**config.mk**
```make
export PLATFORM = sky130hd
export DESIGN_NAME = tensor_write_sequencer
export DESIGN_NICKNAME = d
export VERILOG_FILES = /design/src/rtl/tensor_write_sequencer.sv
export SDC_FILE = /design/constraint.sdc
export NUM_CORES = 1
export LEC_CHECK = 0
export BUFFER_PORTS_ARGS = -buffer_cell sky130_fd_sc_hd__buf_4
export CORE_ASPECT_RATIO = 0.5
export CORE_MARGIN = 8
export CORE_UTILIZATION = 25
export CTS_BUF_LIST = sky130_fd_sc_hd__clkbuf_8
export DETAILED_ROUTE_END_ITERATION = 10
export SLEW_MARGIN = 5
export SYNTH_ARGS = -nofsm -noshare
export SYNTH_HDL_FRONTEND = slang
export SYNTH_SLANG_ARGS = --single-unit
```
**constraint.sdc**
```tcl
create_clock -name clk -period 1.9 [get_ports clk]
set_clock_uncertainty 0.15 [all_clocks]
set_input_delay 0 -clock clk [delete_from_list [all_inputs] [get_ports clk]]
set_output_delay 0 -clock clk [all_outputs]
set_load 0.02 [all_outputs]
```
**src/rtl/tensor_write_sequencer.sv**
```systemverilog
// Feeds the ROWSxCOLSxCHANS tensor register array from a raster-order pixel stream.
// Optional framing check on s_last is built when TILE_LAST_CHECK_EN is defined.
module tensor_write_sequencer #(
    parameter int WIDTH = 17,
    parameter int PIX_W = 8,
    parameter int SHIFT = 8,
    parameter int ROWS  = 8,
    parameter int COLS  = 8,
    parameter int CHANS = 3
) (
    input  logic                     clk,
    input  logic                     rst,
    input  logic                     s_valid,
    output logic                     s_ready,
    input  logic [PIX_W-1:0]         s_data,
    input  logic                     s_last,
    output logic [$clog2(ROWS)-1:0]  row_addr,
    output logic [$clog2(COLS)-1:0]  col_addr,
    output logic [$clog2(CHANS)-1:0] cha_addr,
    output logic [WIDTH-1:0]         data_out,
    output logic                     wr_en,
    output logic                     tile_done,
    input  logic                     tile_ack,
    output logic                     error
);

    localparam int RW     = $clog2(ROWS);
    localparam int CW     = $clog2(COLS);
    localparam int HW     = $clog2(CHANS);
    localparam int FULL_W = PIX_W + 1 + SHIFT;
    localparam int EXT_W  = ((FULL_W > WIDTH) ? FULL_W : WIDTH) + 1;

    localparam logic signed [EXT_W-1:0] HALF    = EXT_W'(1) << (PIX_W - 1);
    localparam logic signed [EXT_W-1:0] SAT_MAX = (EXT_W'(1) << (WIDTH - 1)) - EXT_W'(1);
    localparam logic signed [EXT_W-1:0] SAT_MIN = ~SAT_MAX;

    typedef enum logic [1:0] {FILL, DRAIN, DONE} state_t;

    state_t           state_q, state_d;
    logic [RW-1:0]    row_q, row_d;
    logic [CW-1:0]    col_q, col_d;
    logic [HW-1:0]    cha_q, cha_d;
    logic [RW-1:0]    row_addr_q, row_addr_d;
    logic [CW-1:0]    col_addr_q, col_addr_d;
    logic [HW-1:0]    cha_addr_q, cha_addr_d;
    logic [WIDTH-1:0] data_q, data_d;
    logic             wr_en_q, wr_en_d;

    logic                    accept;
    logic                    last_beat;
    logic signed [EXT_W-1:0] centred;
    logic signed [EXT_W-1:0] shifted;
    logic [WIDTH-1:0]        conv;

    assign s_ready   = (state_q == FILL);
    assign tile_done = (state_q == DONE);
    assign accept    = s_valid && s_ready;
    assign last_beat = (row_q == RW'(ROWS - 1)) && (col_q == CW'(COLS - 1)) && (cha_q == HW'(CHANS - 1));

    // Re-centre the unsigned sample, scale it, then clamp into the signed output range.
    always_comb begin
        centred = EXT_W'($signed({1'b0, s_data})) - HALF;
        shifted = centred <<< SHIFT;
        if (shifted > SAT_MAX) begin
            conv = SAT_MAX[WIDTH-1:0];
        end else if (shifted < SAT_MIN) begin
            conv = SAT_MIN[WIDTH-1:0];
        end else begin
            conv = shifted[WIDTH-1:0];
        end
    end

    always_comb begin
        // NOTE: every next-state value gets a default first so no path leaves it unassigned (no latches).
        state_d    = state_q;
        row_d      = row_q;
        col_d      = col_q;
        cha_d      = cha_q;
        row_addr_d = row_addr_q;
        col_addr_d = col_addr_q;
        cha_addr_d = cha_addr_q;
        data_d     = data_q;
        wr_en_d    = 1'b0;
        unique case (state_q)
            FILL: begin
                if (accept) begin
                    row_addr_d = row_q;
                    col_addr_d = col_q;
                    cha_addr_d = cha_q;
                    data_d     = conv;
                    wr_en_d    = 1'b1;
                    if (last_beat) begin
                        row_d   = '0;
                        col_d   = '0;
                        cha_d   = '0;
                        state_d = DRAIN;
                    end else if (cha_q != HW'(CHANS - 1)) begin
                        cha_d = cha_q + HW'(1);
                    end else begin
                        cha_d = '0;
                        if (col_q != CW'(COLS - 1)) begin
                            col_d = col_q + CW'(1);
                        end else begin
                            col_d = '0;
                            row_d = row_q + RW'(1);
                        end
                    end
                end
            end
            // One idle cycle lets the tensor capture the final element before tile_done rises.
            DRAIN:   state_d = DONE;
            DONE:    if (tile_ack) state_d = FILL;
            default: state_d = FILL;
        endcase
    end

    // NOTE: sequential state uses non-blocking assignments so all registers update from pre-edge values.
    always_ff @(posedge clk) begin
        if (rst) begin
            state_q    <= FILL;
            row_q      <= '0;
            col_q      <= '0;
            cha_q      <= '0;
            row_addr_q <= '0;
            col_addr_q <= '0;
            cha_addr_q <= '0;
            data_q     <= '0;
            wr_en_q    <= 1'b0;
        end else begin
            state_q    <= state_d;
            row_q      <= row_d;
            col_q      <= col_d;
            cha_q      <= cha_d;
            row_addr_q <= row_addr_d;
            col_addr_q <= col_addr_d;
            cha_addr_q <= cha_addr_d;
            data_q     <= data_d;
            wr_en_q    <= wr_en_d;
        end
    end

    assign row_addr = row_addr_q;
    assign col_addr = col_addr_q;
    assign cha_addr = cha_addr_q;
    assign data_out = data_q;
    assign wr_en    = wr_en_q;

`ifdef TILE_LAST_CHECK_EN
    logic error_q, error_d;

    // Framing violations are only recorded; the beat is still written and counting continues.
    assign error_d = error_q | (accept && (s_last != last_beat));

    always_ff @(posedge clk) begin
        if (rst) begin
            error_q <= 1'b0;
        end else begin
            error_q <= error_d;
        end
    end

    assign error = error_q;
`else
    logic unused_s_last;
    assign unused_s_last = s_last;
    assign error         = 1'b0;
`endif

endmodule

```
==> results.md, run 1 <==
- Status: finished, final reports clean
- Leak pwr: 0.6745 nW
- CP max stage delay: 0.56 ns
- FF+latch count, synth: 27
- Crit-path cells: nor3b_2 > buf_6 > nor2_1 > a211oi_1 > dlygate4sd3_1
- Distinct cells, synth: 24
- Fin area: 0.001560 mm2
- Port Buffers: 31
- Final nets: 194
- Initial core utilization: 25.74%
- Clock sink count: 27
- # rows: 17
- Routed WL: 2666 um
- Critical path's top delay family: buffers and inverters
- Ys flop type: dfxtp_1
- Setup TNS: 0 ns
- Post-DR vias/cell: 4.236
- Detailed Place HPWL: 1767 um
- Reg area: 540.5 um2
- Synth Cell Area: 0.001122 mm2
- Overall Global Routing Usage: 7.054%
- Area Growth Syn to Fin: 39.02%
- Setup crit start kind: flip-flop
- Finished Layout Cells: 233
- Die area: 0.007020 mm2
- Hold path cells: 4
- Pin count of the biggest net entering global routing: 31
- DR vias: 987
- Min-delay src: s_valid
- Worst path required time: 1.97 ns
- Num CTS Buffers: 3
- Antenna-violating nets left: 0
- Highest net fanout along the worst path: 6
- Unrepaired setup endpoints after global routing: no
- Reg-to-reg startpoint: state_q[0]
- Final worst path period need: 1.802 ns
- Max Fclk: 555.1 MHz
- Clk buf depth: 2
- PD cells: 676.6 mW/mm2
- Worst-skew pair later-pin latency: 0.27 ns
- I/O pin count: 42
- Remaining Overflow, GRT: 0
- Number of synthesized flops with an enable pin: 0
- Final Setup Violations: 0
- Syn Inst Count: 134
- Cell with the most instances after synthesis: nand2_1
- Endpoints failing hold: 0
- DRC: 0
- Async set-reset flop share out of synthesis: 0%
- Initial antenna violation count: 0
- Post-synth top area share: 48.16%
- Layout cell share with drive strength beyond 1: 23.30%
- Placed Cells: 214
- Antenna Cells: 0
- Number of DRC markers in iteration 0: 40
- R2R Setup Slk: 0.1 ns
- Placed cell areas: 0.001371 mm2
- First-pass GRT wire length: 4215 um
- Synth top area cells: dfxtp_1 48%, nand2_1 11%, a21oi_1 8.9%, buf_4 6.7%, ha_1 4.5%
- Clock root buffer: clkbuf_8
- Yosys warnings: 0
- Number of fillers in the final layout: 444
- Synth top cells by count: 33 x nand2_1, 27 x dfxtp_1, 20 x a21oi_1
- Area of the multi-input gates: 511.7 um2
- Max-Cap Viols: 0
- Register area share after synthesis: 48.16%
- Worst Hold End: col_q[0]
- WL/cell: 11.44 um
- Drt pass-1 iters: 4
- Die Y: 63.38 um
- Worst EP arrival: 1.87 ns
- Avg Cell Area, Syn: 8.376 um2
- Final GP Congestion: 0.6679
- Vias in the first global route: 921
- Largest area contributor in the netlist: dfxtp_1
- Hold/Removal Path Class: in -> reg
- Total Power: 1.056 mW
- Setup crit end kind: flip-flop
- CTS tree: done
- Final Max Tran Viols: 0
- CP Class: reg -> reg
- Chip width: 110.8 um
- H-tree Lvls: 1
- Core Box Area: 0.004360 mm2
- Critical path buffers and inverters: 2
- RR Endpoint: data_out[15]
- R2r worst-path depth: 5
- Max IR drop VDD: 0.2547 mV
- Period utilisation layout: 94.82%
- CP max-delay cell: dlygate4sd3_1
- Clock transition at path regs: 0.09 ns
## worst max-delay path by stage
| stage | to | cells past startpoint | slack (ns) | start |
|---|---|---|---|---|
| finish | data_out[15] | 5 | 0.1 | state_q[0] |
| global route | data_out[15] | 5 | 0.03 | state_q[0] |
| CTS | data_out[15] | 5 | 0.02 | state_q[1] |
| detailed placement | cha_q[0] | 4 | 0.27 | state_q[1] |
| global placement | cha_q[0] | 4 | 0.29 | state_q[1] |
| floorplan | col_q[0] | 4 | 0.30 | state_q[1] |
## kinds of logic (layout without fill, tap and decap cells)
| logic type | after synthesis | in the layout | synth area share [%] |
|---|---|---|---|
| AOI/OAI and AO/OA | 24 | 24 | 10.93 |
| and+or+nand+nor | 56 | 56 | 23.08 |
| DFF | 27 | 27 | 48.16 |
| other | 1 | 9 | 0.3341 |
| buffers and inverters | 18 | 52 | 9.364 |
| adders and majority gates | 4 | 4 | 4.459 |
| muxes | 4 | 4 | 3.679 |
## report_power, final
part / internal (mW) / total (mW) / leakage (nW) / switching, mW
sequential: 0.581 / 0.591 / 0.220 / 0.0100
combinational: 0.0670 / 0.148 / 0.428 / 0.0813
clock: 0.145 / 0.316 / 0.0269 / 0.171
total: 0.793 / 1.06 / 0.674 / 0.263
## tightest hold or removal path: stages
cell	delay, ns
buf_4	0.11
or3b_1	0.17
or4_1	0.11
a21oi_1	0.05
## registers in the layout, indices dropped and copies added, names as in the netlist
name,cells
col_q,3
cha_q,2
col_addr,3
wr_en,1
row_addr,3
cha_addr,2
row_q,3
data_out,8
state_q,2
## layer usage
layer / up-vias / track usage [%] / part of all wire [%]
met4: 0 / 3.172 / 2.0
met2: 24 / 11.60 / 48
met5: - / 0 / 0
li1: 506 / - / -
met3: 4 / 2.455 / 4.4
met1: 453 / 8.139 / 45
## placed cells by master, fill, tap and decap left out, types with 3 or more instances in the layout
| cell type | n |
|---|---|
| buf_4 | 34 |
| a21oi_1 | 20 |
| nand2b_1 | 5 |
| mux2i_1 | 3 |
| conb_1 | 9 |
| dlygate4sd3_1 | 12 |
| dfxtp_1 | 27 |
| nand2_1 | 33 |
| o21ai_0 | 3 |
| nor2b_1 | 3 |
| ha_1 | 4 |
| nor2_1 | 5 |
| clkbuf_8 | 3 |
## repair_timing
item | CTS | global route
resized for setup | 0 | 1
setup endpoints to repair | 0 | 1
hold endpoints to repair | 23 | 0
setup buffers | 0 | 2
hold buffers | 12 | 0
## final cells by class
type                    instances  area share, %
multi-input cells              97          32.80
flip-flops and latches         27          34.64
clock buffers                   3          2.646
well taps                      57          4.571
repair buffers                 48          25.10
clock inverters                 1         0.2406
## metrics by stage
step	hold WS [ns]	setup slack, ns	utilization, %
2_1_floorplan	-0.05415	0.3035	-
3_3_place_gp	0.03012	0.2942	31.45
3_5_place_dp	0.03608	0.2690	31.45
4_1_cts	0.05360	0.02333	35.24
5_1_grt	0.07416	0.03167	35.78
6_report	0.06731	0.09848	35.78
Power figures use the tool's default switching activity.
==> run 2, diff against run 1 <==
- clock period: 1.9 -> 2.03 ns (I/O delays scaled with it)
==> run 2 against run 1 <==
Against the previous run: flip-flop and latch count did not move; register-to-register slack gained 0.02 ns; largest power group unchanged; hold slack improved by 0.040 ns; critical path type unchanged; fmax fell by 5.8%; critical path depth did not move; wire length is 0.53% higher; combinational power about the same; sequential power decreased by 6.3%; utilization is 1.4 points higher; setup slack better by 0.019 ns.
==> results.md, run 2 (same netlist as run 1, synthesis figures left out) <==
- Total Power: 0.9971 mW (-5.5%)
- Final Setup Violations: 0 (unchanged)
- Initial antenna violation count: 0 (unchanged)
- Drt pass-1 iters: 4 (unchanged)
- CP max stage delay: 0.56 ns (about the same)
- Clk buf depth: 2 (unchanged)
- Unrepaired setup endpoints after global routing: no
- Placed cell areas: 0.001379 mm2 (+0.55%)
- Layout cell share with drive strength beyond 1: 22.10% (-1.2 points)
- Max reg flops: 8 (unchanged)
- Number of DRC markers in iteration 0: 52 (+30%)
- Final GP Congestion: 0.6542 (-2.1%)
- Die Y: 63.38 um (unchanged)
- # rows: 17 (unchanged)
- Initial core utilization: 25.74% (unchanged)
- Post-CTS Setup Bufs: 0 (unchanged)
- DRC: 0 (unchanged)
- Endpoints failing hold: 0 (unchanged)
- Finished Layout Cells: 238 (+2.1%)
- Core Box Area: 0.004360 mm2 (unchanged)
- Detailed Place HPWL: 1785 um (+1.0%)
- Vias in the first global route: 994 (+7.9%)
- Worst-skew pair later-pin latency: 0.27 ns (about the same)
- Crit-path cells: or3b_4 > buf_4 > nand2_1 > a21oi_1 > dlygate4sd3_1
- Final Worst Setup Slack: 0.1173 ns (+0.01886 ns)
- CP Class: reg -> reg
- Post-DR vias/cell: 4.235 (about the same)
- Remaining Overflow, GRT: 0 (unchanged)
- Fin area: 0.001620 mm2 (+3.8%)
- Die area: 0.007020 mm2 (unchanged)
- Hold/Removal Path Class: in -> reg
- Clock sink count: 27 (unchanged)
- Setup WS pre-CTS: 0.4392 ns (+0.1702 ns)
- Worst path required time: 2.04 ns (+0.07 ns)
- Worst EP arrival: 1.92 ns (+0.05 ns)
- Area Growth Syn to Fin: 44.37%
- Setup TNS: 0 ns (unchanged)
- Placed Cells: 215 (+0.47%)
- Status: finished, final reports clean
- Overall Global Routing Usage: 7.671% (+0.62 points)
- Period utilisation layout: 94.22% (-0.60 points)
- Final worst path period need: 1.913 ns (+0.1111 ns)
- Routed WL: 2680 um (+0.53%)
- CP max-delay cell: dlygate4sd3_1
- Fin util: 37.16% (+1.4 points)
- Max IR drop VDD: 0.2446 mV (-4.0%)
- Setup crit start kind: flip-flop
- Final Max Tran Viols: 0 (unchanged)
- PD cells: 615.4 mW/mm2 (-9.0%)
- Highest net fanout along the worst path: 11 (+5)
- Hold slack final: 0.1076 ns (+0.04029 ns)
- Most frequent cells in the layout: 33 x nand2_1, 33 x buf_4, 27 x dfxtp_1
- CTS tree: done
- H-tree Lvls: 1 (unchanged)
- Clock root buffer: clkbuf_8
- First-pass GRT wire length: 4567 um (+8.4%)
- WL/cell: 11.26 um (-1.6%)
- Clock transition at path regs: 0.09 ns (about the same)
- Port Buffers: 31 (unchanged)
- I/O pin count: 42 (unchanged)
- Antenna Cells: 0 (unchanged)
- Setup crit end kind: flip-flop
- Max Fclk: 522.8 MHz (-5.8%)
- Chip width: 110.8 um (unchanged)
- Antenna-violating nets left: 0 (unchanged)
- Final nets: 199 (+2.6%)
- Pin count of the biggest net entering global routing: 31 (unchanged)
- Leak pwr: 0.7084 nW (+5.0%)
- DR vias: 1,008 (+2.1%)
- Num CTS Buffers: 3 (unchanged)
- Max-Cap Viols: 0 (unchanged)
==> run 2: path summary, 6_finish.rpt <==
| check | from | endpoint | slack (ns) | cells past startpoint |
|---|---|---|---|---|
| worst min register to register | cha_addr[0] | cha_addr[0] | 0.31 | 2 |
| worst max-delay path | state_q[1] | data_out[11] | 0.12 | 5 |
| worst min-delay path | s_valid | col_q[0] | 0.11 | 4 |
| worst max register to register | state_q[1] | data_out[11] | 0.12 | 5 |
==> run 2: power breakdown <==
part           switching, mW  internal (mW)  leakage [nW]
clock network          0.160          0.136        0.0269
registers            0.00954          0.544         0.220
logic                 0.0770         0.0708         0.462
==> run 2: layout make-up <==
class / instances / area (um2)
multi-input cells: 97 / 514.2
well taps: 57 / 71.32
clock inverters: 1 / 3.754
repair buffers: 53 / 449.2
flip-flops and latches: 27 / 540.5
clock buffers: 3 / 41.29
fillers: 437 / 2740
==> run 2: critical path, delay by kind of cell, from the launching register on <==
family | cells | cell delay [ns]
simple gates | 2 | 0.48
buf+inv | 2 | 0.75
compound gates | 1 | 0.05
flops | 1 | 0.36
==> run 2: metal layers <==
layer | track usage, % | up-vias | routed length (um)
li1 | - | 517 | -
met1 | 8.613 | 469 | 1230
met2 | 13.52 | 22 | 1333
met3 | 2.738 | 0 | 115
met4 | 2.003 | 0 | 0
met5 | 0 | - | 0
==> run 2: what timing repair did <==
action / CTS / global route
endpoints found under the setup margin: 0 / 2
hold endpoints to repair: 24 / 0
resized for setup: 0 / 2
hold buffers: 19 / 0
==> run 3, diff against run 2 <==
- clock period: 2.03 -> 1.8 ns (I/O delays scaled with it)
==> run 3 against run 2 <==
Against the previous run: die area unchanged; combinational power about the same; first-iteration DRC count down 19%; utilization is 1.6 points lower; global-route usage down 0.58 points; sequential power increased by 13%; clock power grew 11%; final cell count is 2.5% lower; fmax rose by 19%; critical path depth shrank 2; power increased by 11%; final area down 4.4%.
==> results.md, run 3 (same netlist as run 1, synthesis figures left out) <==
- Die Y: 63.38 um (unchanged)
- Number of DRC markers in iteration 0: 42 (-19%)
- Hold slack final: 0.1742 ns (+0.06665 ns)
- CP max-delay cell: or4_1
- Setup TNS: 0 ns (unchanged)
- Hold/Removal Path Class: in -> reg
- Max-Cap Viols: 0 (unchanged)
- Drt pass-1 iters: 4 (unchanged)
- Port Buffers: 31 (unchanged)
- Final Max Tran Viols: 0 (unchanged)
- Worst Hold End: cha_q[0]
- Setup crit end kind: flip-flop
- Vias in the first global route: 922 (-7.2%)
- Initial core utilization: 25.74% (unchanged)
- WL/cell: 11.00 um (-2.3%)
- Reg-to-reg startpoint: state_q[1]
- Routed WL: 2552 um (-4.8%)
- Core Box Area: 0.004360 mm2 (unchanged)
- Final worst path period need: 1.602 ns (-0.3111 ns)
- Pin count of the biggest net entering global routing: 31 (unchanged)
- DRC: 0 (unchanged)
- Layout cell share with drive strength beyond 1: 23.43% (+1.3 points)
- Number of fillers in the final layout: 452 (+3.4%)
- CTS tree: done
- Worst EP arrival: 1.66 ns (-0.26 ns)
- Final GP Congestion: 0.6283 (-4.0%)
- Final nets: 193 (-3.0%)
- Clock transition at path regs: 0.09 ns (about the same)
- Antenna Cells: 0 (unchanged)
- Max Fclk: 624.4 MHz (+19%)
- Clock sink count: 27 (unchanged)
- DR vias: 972 (-3.6%)
- Max reg flops: 8 (unchanged)
- Setup crit start kind: flip-flop
- Crit-path cells: or3b_1 > or4_1 > a21oi_1
- Remaining Overflow, GRT: 0 (unchanged)
- Commonest non-fill, non-tap cell in the layout: buf_4
- R2r worst-path depth: 3 (-2)
- First-pass GRT wire length: 4229 um (-7.4%)
- Overall Global Routing Usage: 7.091% (-0.58 points)
- Highest net fanout along the worst path: 6 (-5)
- Endpoints failing hold: 0 (unchanged)
- Num CTS Buffers: 3 (unchanged)
- CP Class: reg -> reg
- Status: finished, final reports clean
- Critical path's top delay family: simple AND/OR/NAND/NOR gates
- Worst path required time: 1.85 ns (-0.19 ns)
- Hold path cells: 4 (unchanged)
- Chip width: 110.8 um (unchanged)
- Antenna-violating nets left: 0 (unchanged)
- H-tree Lvls: 1 (unchanged)
- # rows: 17 (unchanged)
- Period utilisation layout: 88.97% (-5.2 points)
- Clock root buffer: clkbuf_8
- Final Setup Violations: 0 (unchanged)
- Worst-skew pair later-pin latency: 0.27 ns (about the same)
- Most frequent cells in the layout: 36 x buf_4, 33 x nand2_1, 27 x dfxtp_1
- PD cells: 712.5 mW/mm2 (+16%)
- Max IR drop VDD: 0.2129 mV (-13%)
- CTS resizes: 0 (unchanged)
- Post-cts hold buffer count: 11 (-8)
- R2R Setup Slk: 0.20 ns (+0.08 ns)
- Leak pwr: 0.6697 nW (-5.5%)
- Unrepaired setup endpoints after global routing: no
- RR Endpoint: col_q[0]
- Initial antenna violation count: 0 (unchanged)
- Min-delay src: s_valid
- Post-DR vias/cell: 4.190 (-1.1%)
- Critical path buffers and inverters: 0 (-2)
- Clk buf depth: 2 (unchanged)
- Die area: 0.007020 mm2 (unchanged)
- CP max stage delay: 0.49 ns (-0.07 ns)
- CP startpoint: state_q[1]
- Post-CTS Setup Bufs: 0 (unchanged)
- I/O pin count: 42 (unchanged)
- Detailed Place HPWL: 1787 um (+0.11%)
- Area Growth Syn to Fin: 38.02%
## run 3: power by group
group	leakage, nW	total [mW]	internal (mW)	switching [mW]
combinational	0.423	0.150	0.0661	0.0837
clock	0.0269	0.330	0.153	0.177
sequential	0.220	0.624	0.614	0.0105
total	0.670	1.10	0.832	0.271
## run 3: stage by stage
stage                     util, %  cell area [um2]  power (mW)  instances  setup slack (ns)
after floorplan                 -             1152      0.7323        142            0.2035
after global placement      31.97             1394      0.7699        217            0.2274
after detailed placement    31.97             1394      0.7713        217            0.2336
after CTS                   35.52             1549       1.120        232            0.2028
after global routing        35.52             1549       1.157        232           0.09955
final                       35.52             1549       1.104        232            0.1985
## run 3: tightest hold or removal path, cell delays in order
cell and delay (ns):
buf_4 0.11, or3b_1 0.25, or3_1 0.13, a21oi_1 0.05
## run 3: area by class of cell
cell class | count | area, um2 | share of cell area [%]
Clock buffer | 3 | 41.29 | 2.666
Sequential cell | 27 | 540.5 | 34.89
Multi-Input combinational cell | 97 | 511.7 | 33.04
Tap cell | 57 | 71.32 | 4.604
Timing Repair Buffer | 47 | 380.4 | 24.56
Clock inverter | 1 | 3.754 | 0.2423
## run 3: metal layers
metal	part of all wire [%]	GRT usage, %
met3	5.1	2.738
met4	1.1	2.003
met5	0	0
met1	48	8.564
met2	46	11.45
## run 3: how the worst max path moves through the flow
stage               end  slack [ns]  cells after the start
3_3_place_gp   col_q[0]        0.23                      3
3_5_place_dp   col_q[0]        0.23                      3
2_1_floorplan  col_q[0]        0.20                      4
4_1_cts        col_q[0]        0.20                      3
6_report       col_q[0]        0.20                      3
5_1_grt        col_q[0]         0.1                      3
